$ cat src/rtl/salidas_multi.sv
// Output sequencer: drains n buffer entries through a registered valid/ready port.
// Read order is forward or reverse; a one-cycle fin marks the end of each drain.
module salidas_multi #(
  parameter int DATA_W  = 24,
  parameter int DEPTH   = 4,
  parameter int PTR_W   = 2,
  parameter int REVERSE = 0
) (
  input  logic              clk,
  input  logic              reset_L,
  input  logic              start,
  input  logic [PTR_W:0]    num_entradas,
  input  logic [DATA_W-1:0] bounty,
  input  logic              ready_in,
  output logic [PTR_W-1:0]  rd_ptr,
  output logic [DATA_W-1:0] bounty_out,
  output logic              valid_out,
  output logic              fin,
  output logic              busy
);

  typedef enum logic [1:0] {
    IDLE,
    LOAD,
    SEND,
    DONE
  } state_t;

  localparam logic [PTR_W:0]   DEPTH_N = (PTR_W+1)'(DEPTH);
  localparam logic [PTR_W:0]   ONE_N   = (PTR_W+1)'(1);
  localparam logic [PTR_W-1:0] ONE_P   = PTR_W'(1);

  state_t            state_q, state_d;
  logic [PTR_W-1:0]  ptr_q, ptr_d;
  logic [PTR_W:0]    rem_q, rem_d;
  logic [DATA_W-1:0] out_q, out_d;
  logic              valid_q, valid_d;
  logic [PTR_W:0]    n_clamp;

  function automatic logic [PTR_W-1:0] step(input logic [PTR_W-1:0] p);
    return (REVERSE != 0) ? p - ONE_P : p + ONE_P;
  endfunction

  assign n_clamp = (num_entradas > DEPTH_N) ? DEPTH_N : num_entradas;

  always_comb begin
    state_d = state_q;
    ptr_d   = ptr_q;
    rem_d   = rem_q;
    out_d   = out_q;
    valid_d = valid_q;
    unique case (state_q)
      IDLE: begin
        valid_d = 1'b0;
        if (start) begin
          if (n_clamp == '0) begin
            state_d = DONE;
          end else begin
            ptr_d   = (REVERSE != 0) ? n_clamp[PTR_W-1:0] - ONE_P : '0;
            rem_d   = n_clamp;
            state_d = LOAD;
          end
        end
      end
      LOAD: begin
        out_d   = bounty;
        valid_d = 1'b1;
        rem_d   = rem_q - ONE_N;
        if (rem_q > ONE_N) ptr_d = step(ptr_q);
        state_d = SEND;
      end
      SEND: begin
        if (valid_q && ready_in) begin
          // pointer only advances while a further word remains to fetch
          if (rem_q != '0) begin
            out_d = bounty;
            rem_d = rem_q - ONE_N;
            if (rem_q > ONE_N) ptr_d = step(ptr_q);
          end else begin
            valid_d = 1'b0;
            state_d = DONE;
          end
        end
      end
      DONE: begin
        ptr_d   = '0;
        state_d = IDLE;
      end
      default: state_d = IDLE;
    endcase
  end

  always_ff @(posedge clk or negedge reset_L) begin
    if (!reset_L) begin
      state_q <= IDLE;
      ptr_q   <= '0;
      rem_q   <= '0;
      out_q   <= '0;
      valid_q <= 1'b0;
    end else begin
      state_q <= state_d;
      ptr_q   <= ptr_d;
      rem_q   <= rem_d;
      out_q   <= out_d;
      valid_q <= valid_d;
    end
  end

  assign rd_ptr     = ptr_q;
  assign bounty_out = out_q;
  assign valid_out  = valid_q;
  assign fin        = (state_q == DONE);
  assign busy       = (state_q != IDLE);

endmodule
$ cat config.mk
export PLATFORM = sky130hd
export DESIGN_NAME = salidas_multi
export DESIGN_NICKNAME = d
export VERILOG_FILES = /design/src/rtl/salidas_multi.sv
export SDC_FILE = /design/constraint.sdc
export NUM_CORES = 1
export LEC_CHECK = 0
export CORE_UTILIZATION = 47
export CTS_CLUSTER_DIAMETER = 60
export DETAILED_ROUTE_END_ITERATION = 8
export PLACE_DENSITY = 0.84
export SYNTH_ARGS = -nofsm -noshare
export SYNTH_HDL_FRONTEND = slang
export SYNTH_SLANG_ARGS = --single-unit
$ cat constraint.sdc
create_clock -name clk -period 4.6 [get_ports clk]
set_input_delay 0.46 -clock clk [delete_from_list [all_inputs] [get_ports clk]]
set_output_delay 0.46 -clock clk [all_outputs]
set_load 0.02 [all_outputs]
==> results.py, run 1 <==
metrics = {
    "placed_design": {
        "dp.cells": 215,
        "place.detailed.hpwl_um": 2680,
        "place_ws_ns": 2.55,
        "portBuffers": 59,
        "gp_congestion": 0.789,
    },
    "die": {
        "fp-row-count": 20,
        "start_util_pct": 50.9,
        "die_w_um": 60.2,
        "ios": 60,
        "core_mm2": 0.00313,
        "fp.dieArea_mm2": 0.00362,
        "die_y_um": 60.2,
    },
    "synth": {
        "postSynthCellCount": 114,
        "yosysSeqAreaShare_pct": 50.3,
        "synth_warnings": 0,
        "synth.avg_cell_area_um2": 14.0,
        "synth_top_area_share_pct": 50.3,
        "synth_ff_type": "dfrtp_1",
        "synth_fp_nets": 153,
        "ys_seq_elements": 32,
        "synth_most_common_cell": "dfrtp_1",
        "async_flop_share_pct": 100,
        "synth_enable_flop_cells": 0,
        "synth_top_cells_by_count": "dfrtp_1, mux2_4, inv_1, ha_1, mux2_2",
        "synthesis.area_mm2": 0.00159,
        "yosysTopAreaCell": "dfrtp_1",
        "synthDistinctLibCells": 24,
        "netlist_top_cells_area": "dfrtp_1, mux2_4, ha_1",
    },
    "setup_path": {
        "required_ns": 4.14,
        "end_kind": "primary output",
        "crit_path_top_delay_cell": "clkdlybuf4s50_1",
        "crit_buf_inv": 3,
        "path_max_fanout": 4,
        "critPathLaunchType": "flip-flop",
        "path_common_cell": "inv_1",
        "cpPeakStageDelay_ns": 0.60,
        "path_class": "flip-flop to primary output",
        "path_delay_family": "buffers and inverters",
        "path_cells": "inv_1, ha_1, inv_1, clkdlybuf4s50_1",
        "cp.arrival_ns": 1.74,
    },
    "cells_and_area": {
        "nets": 217,
        "final_util_pct": 71.4,
        "drive_gt1_share_pct": 23.9,
        "nFillCells": 229,
        "syn_to_final_growth_pct": 40.4,
        "fin_cells": 220,
        "antenna_cells": 0,
    },
    "cts": {
        "post_cts_buffers": 0,
        "cts.sinks": 32,
        "cts_resized": 0,
        "cts_buffer_depth": 2,
        "htree_num_levels": 2,
        "postCtsHoldBufs": 0,
        "numCtsBuffers": 5,
        "clock_latency_ns": 0.32,
        "clk_pin_slew_worst_paths_ns": 0.08,
        "root_buffer": "clkbuf_4",
        "cts_tree": "built",
    },
    "run": {
        "maxCapViolCount": 0,
    },
    "hold_path": {
        "hold_path.class": "flip-flop to flip-flop",
    },
    "sta": {
        "whs_ns": 0.516,
        "slew_viol_final": 0,
        "hold_viol": 0,
        "fmax_ghz": 0.455,
        "fin_skew_ns": 0.00263,
        "rsz0062_at_grt": "false",
        "finalSetupTns_ns": 0,
        "fin_crit_sh_pct": 47.8,
        "timing.final.ws_setup_ns": 2.40,
        "slew-limit-headroom_pct": 71.2,
        "tightest_slew_ns": 0.431,
        "setup_viol": 0,
        "fin_crit_ns": 2.20,
    },
    "global_routing": {
        "grt_max_degree": 33,
        "grt_pass1_vias": 1152,
        "gr-usage-all-layers_pct": 20.9,
        "antenna_found_initial": 0,
        "grt_pass1_wl_um": 5390,
        "overflow": 0,
    },
    "pwr": {
        "irDropWorstVdd_mv": 0.172,
        "power_density_mw_per_mm2": 201,
        "p_leak_nw": 1.11,
    },
    "status": {
        "status": "finished, final reports clean",
    },
    "route": {
        "dr.pass1.iters": 4,
        "avgViaCountPerCell": 5.02,
        "wl_um": 3400,
        "vias": 1105,
        "drt_iter0_drc": 41,
        "drc": 0,
        "drtAntennaViolNets": 0,
        "routedWlPerCell_um": 15.4,
    },
}
cells by family after synthesis:
group	count (synthesis)	share of synthesized area, %
flops	32	50.3
compound gates	14	6.21
fa+ha+maj	8	6.29
buf+inv	14	5.58
simple gates	16	5.82
mux	30	25.8
worst paths after layout:
kind | slack [ns] | cells after the start | start | endpoint
worst max-delay path | 2.40 | 4 | state_q[0] | busy
worst min-delay path | 0.52 | 1 | bounty_out[8] | bounty_out[8]
worst max register to register | 2.69 | 6 | state_q[0] | rd_ptr[0]
worst min register to register | 0.52 | 1 | bounty_out[8] | bounty_out[8]
max in group asynchronous | 3.80 | 2 | reset_L | bounty_out[6]
min in group asynchronous | 0.53 | 2 | reset_L | bounty_out[19]
flip-flops by register name, indices dropped and copies added, names as in the netlist:
name        cells
valid_out       1
rem_q           3
rd_ptr          2
state_q         2
bounty_out     24
through the flow:
stage,instance area (um2),power [mW]
after global routing,2230,0.472
after global placement,2200,0.323
after detailed placement,2200,0.324
final,2230,0.448
after CTS,2230,0.453
after floorplan,1590,0.290
routing by layer:
metal  share of wire, %  up-vias  GRT usage, %
met5                  0        -             0
met4                2.0        0          8.97
met3                3.7       12          5.19
met2                 57       33          37.4
met1                 37      547          23.3
li1                   -      513             -
placed cells by master (no fill, tap or decap), drive strengths merged:
cell,Yosys,final
nor2,6,6
o32a,1,1
a31o,2,2
buf,3,1
o21ai,4,4
nand3,2,2
nor2b,1,1
ha,8,8
dfrtp,32,32
clkbuf,0,5
and2b,1,1
a21oi,4,4
mux2i,2,2
o211ai,1,1
nand2,4,4
mux2,28,28
nor3,1,1
a31oi,2,2
inv,11,11
and3b,1,1
clkdlybuf4s50,0,59
power breakdown:
group	total (mW)	internal (mW)	switching, mW
clock	0.130	0.0509	0.0791
combinational	0.0364	0.0245	0.0119
sequential	0.282	0.281	0.000331
total	0.448	0.357	0.0913
final cells by class:
| cell class | instances | area (um2) | area share (%) |
|---|---|---|---|
| Multi-Input combinational cell | 68 | 702 | 31.4 |
| Inverter | 11 | 41.3 | 1.85 |
| Sequential cell | 32 | 801 | 35.8 |
| Timing Repair Buffer | 60 | 598 | 26.8 |
| Clock buffer | 5 | 37.5 | 1.68 |
| Tap cell | 44 | 55.1 | 2.46 |
Note: power is estimated with default switching activity, not from simulation.
==> inputs of run 2 (changes only) <==
- CORE_UTILIZATION: 47 -> 44
- PLACE_DENSITY: 0.84 -> 0.79
- clock period: 4.6 -> 2.23 ns (I/O delays scaled with it)
==> run 2 against run 1 <==
Die area is 6.6% higher. Global-route usage decreased by 2.8 points. Hold slack worse by 0.23 ns. Sequential power up 110%. Sequential share of layout area fell by 0.49 points. Critical path type unchanged. Critical path depth stayed put. Power up 120%. Worst setup slack worse by 2.1 ns. First-iteration DRC count fell by 46%.
==> results.py, run 2 (synthesis results as in run 1) <==
metrics = {
    "cells_and_area": {
        "most-common-layout-cells": "clkdlybuf4s50_1, dfrtp_1, mux2_4, inv_1",
        "largest_reg_flops": 24,
        "syn_to_final_growth_pct": 42.4,
        "multi_input_area_um2": 702,
        "antenna_cells": 0,
        "nets": 218,
        "nFillCells": 256,
        "mostFrequentLayoutCell": "clkdlybuf4s50_1",
        "seqCellArea_um2": 801,
        "drive_gt1_share_pct": 24.4,
    },
    "global_routing": {
        "gr-usage-all-layers_pct": 18.1,
        "busiest_layer": "met2",
        "grt_util_met3_pct": 6.62,
        "grt_max_degree": 33,
        "grt_pass1_vias": 1186,
        "grt_pass1_wl_um": 5500,
        "use_met1_pct": 21.1,
        "grtUsageMet2_pct": 30.6,
        "antenna_found_initial": 0,
        "overflow": 0,
    },
    "cts": {
        "cts_buffer_depth": 2,
        "postCtsHoldBufs": 0,
        "cts.sinks": 32,
        "cts_tree": "built",
        "numCtsBuffers": 5,
        "post_cts_buffers": 0,
        "htree_num_levels": 2,
        "root_buffer": "clkbuf_4",
        "cts_resized": 0,
        "clk_pin_slew_worst_paths_ns": 0.10,
        "clock_latency_ns": 0.32,
    },
    "route": {
        "drt_iter0_drc": 22,
        "routedWlPerCell_um": 13.7,
        "vias": 1100,
        "avgViaCountPerCell": 4.87,
        "wl_um": 3110,
        "drtAntennaViolNets": 0,
        "dr.pass1.iters": 4,
        "drc": 0,
    },
    "setup_path": {
        "rr_worst_depth": 6,
        "path_max_fanout": 4,
        "cp.arrival_ns": 1.71,
        "path_class": "flip-flop to primary output",
        "end_kind": "primary output",
        "critPathLaunchType": "flip-flop",
        "required_ns": 2.01,
    },
    "status": {
        "status": "finished, final reports clean",
    },
    "run": {
        "maxCapViolCount": 0,
    },
    "sta": {
        "setup_viol": 0,
        "rsz0062_at_grt": "false",
        "slew-limit-headroom_pct": 71.3,
        "fin_skew_ns": 0.0128,
        "fin_crit_ns": 1.93,
        "slew_viol_final": 0,
        "fmax_ghz": 0.518,
        "fin_crit_sh_pct": 86.6,
        "finalSetupTns_ns": 0,
        "tightest_slew_ns": 0.430,
        "hold_viol": 0,
    },
    "placed_design": {
        "gp_congestion": 0.840,
        "place.detailed.hpwl_um": 2400,
        "portBuffers": 59,
    },
    "die": {
        "fp-row-count": 21,
        "die_w_um": 62.1,
        "start_util_pct": 47.0,
        "core_mm2": 0.00339,
        "ios": 60,
        "fp.dieArea_mm2": 0.00386,
        "die_y_um": 62.1,
    },
    "pwr": {
        "p_leak_nw": 1.12,
        "power_density_mw_per_mm2": 435,
        "fin_total_pwr_uw": 985,
        "irDropWorstVdd_mv": 0.349,
    },
    "hold_path": {
        "hold_path.class": "primary input to async pin",
    },
}
## run 2: final cells by class
cell class / count / share of cell area [%]
flip-flops and latches: 32 / 35.3
well taps: 46 / 2.54
repair buffers: 61 / 26.7
inverters: 11 / 1.82
clock buffers: 8 / 2.60
multi-input cells: 68 / 31.0
## run 2: stage by stage
step	hold slack (ns)	cell area [um2]	util [%]	setup WS, ns	instances
after floorplan	-0.0726	1590	-	0.560	114
after global placement	0.495	2210	65.1	0.467	218
after detailed placement	0.494	2210	65.1	0.376	218
after CTS	0.290	2270	66.9	0.295	226
after global routing	0.315	2270	66.9	0.204	226
final	0.282	2270	66.9	0.299	226
## run 2: final timing paths
| kind | start | to | slack (ns) |
|---|---|---|---|
| worst max-delay path | state_q[0] | busy | 0.30 |
| worst min-delay path | reset_L | bounty_out[23] | 0.28 |
| worst max register to register | rem_q[0] | bounty_out[12] | 0.38 |
| worst min register to register | bounty_out[18] | bounty_out[18] | 0.52 |
| max in group asynchronous | reset_L | valid_out | 1.65 |
| min in group clk | bounty[19] | bounty_out[19] | 0.52 |
## run 2: worst max-delay path, stage by stage (launching register included)
cell and delay, ns:
dfrtp_1 0.40, inv_1 0.10, ha_1 0.22, inv_1 0.07, clkdlybuf4s50_1 0.61
## run 2: power by group
| group | internal [mW] | total, mW | leakage, nW | switching [mW] |
|---|---|---|---|---|
| clock | 0.156 | 0.330 | 0.0326 | 0.175 |
| combinational | 0.0503 | 0.0735 | 0.661 | 0.0232 |
| sequential | 0.581 | 0.581 | 0.431 | 0.000631 |
## run 2: metal layers
layer  vias to the layer above  part of all wire (%)  wire length, um
met5                         -                     0                0
met4                         0                   2.1               65
met3                         8                   5.1              157
met2                        34                    51             1580
met1                       537                    42             1300
li1                        521                     -                -
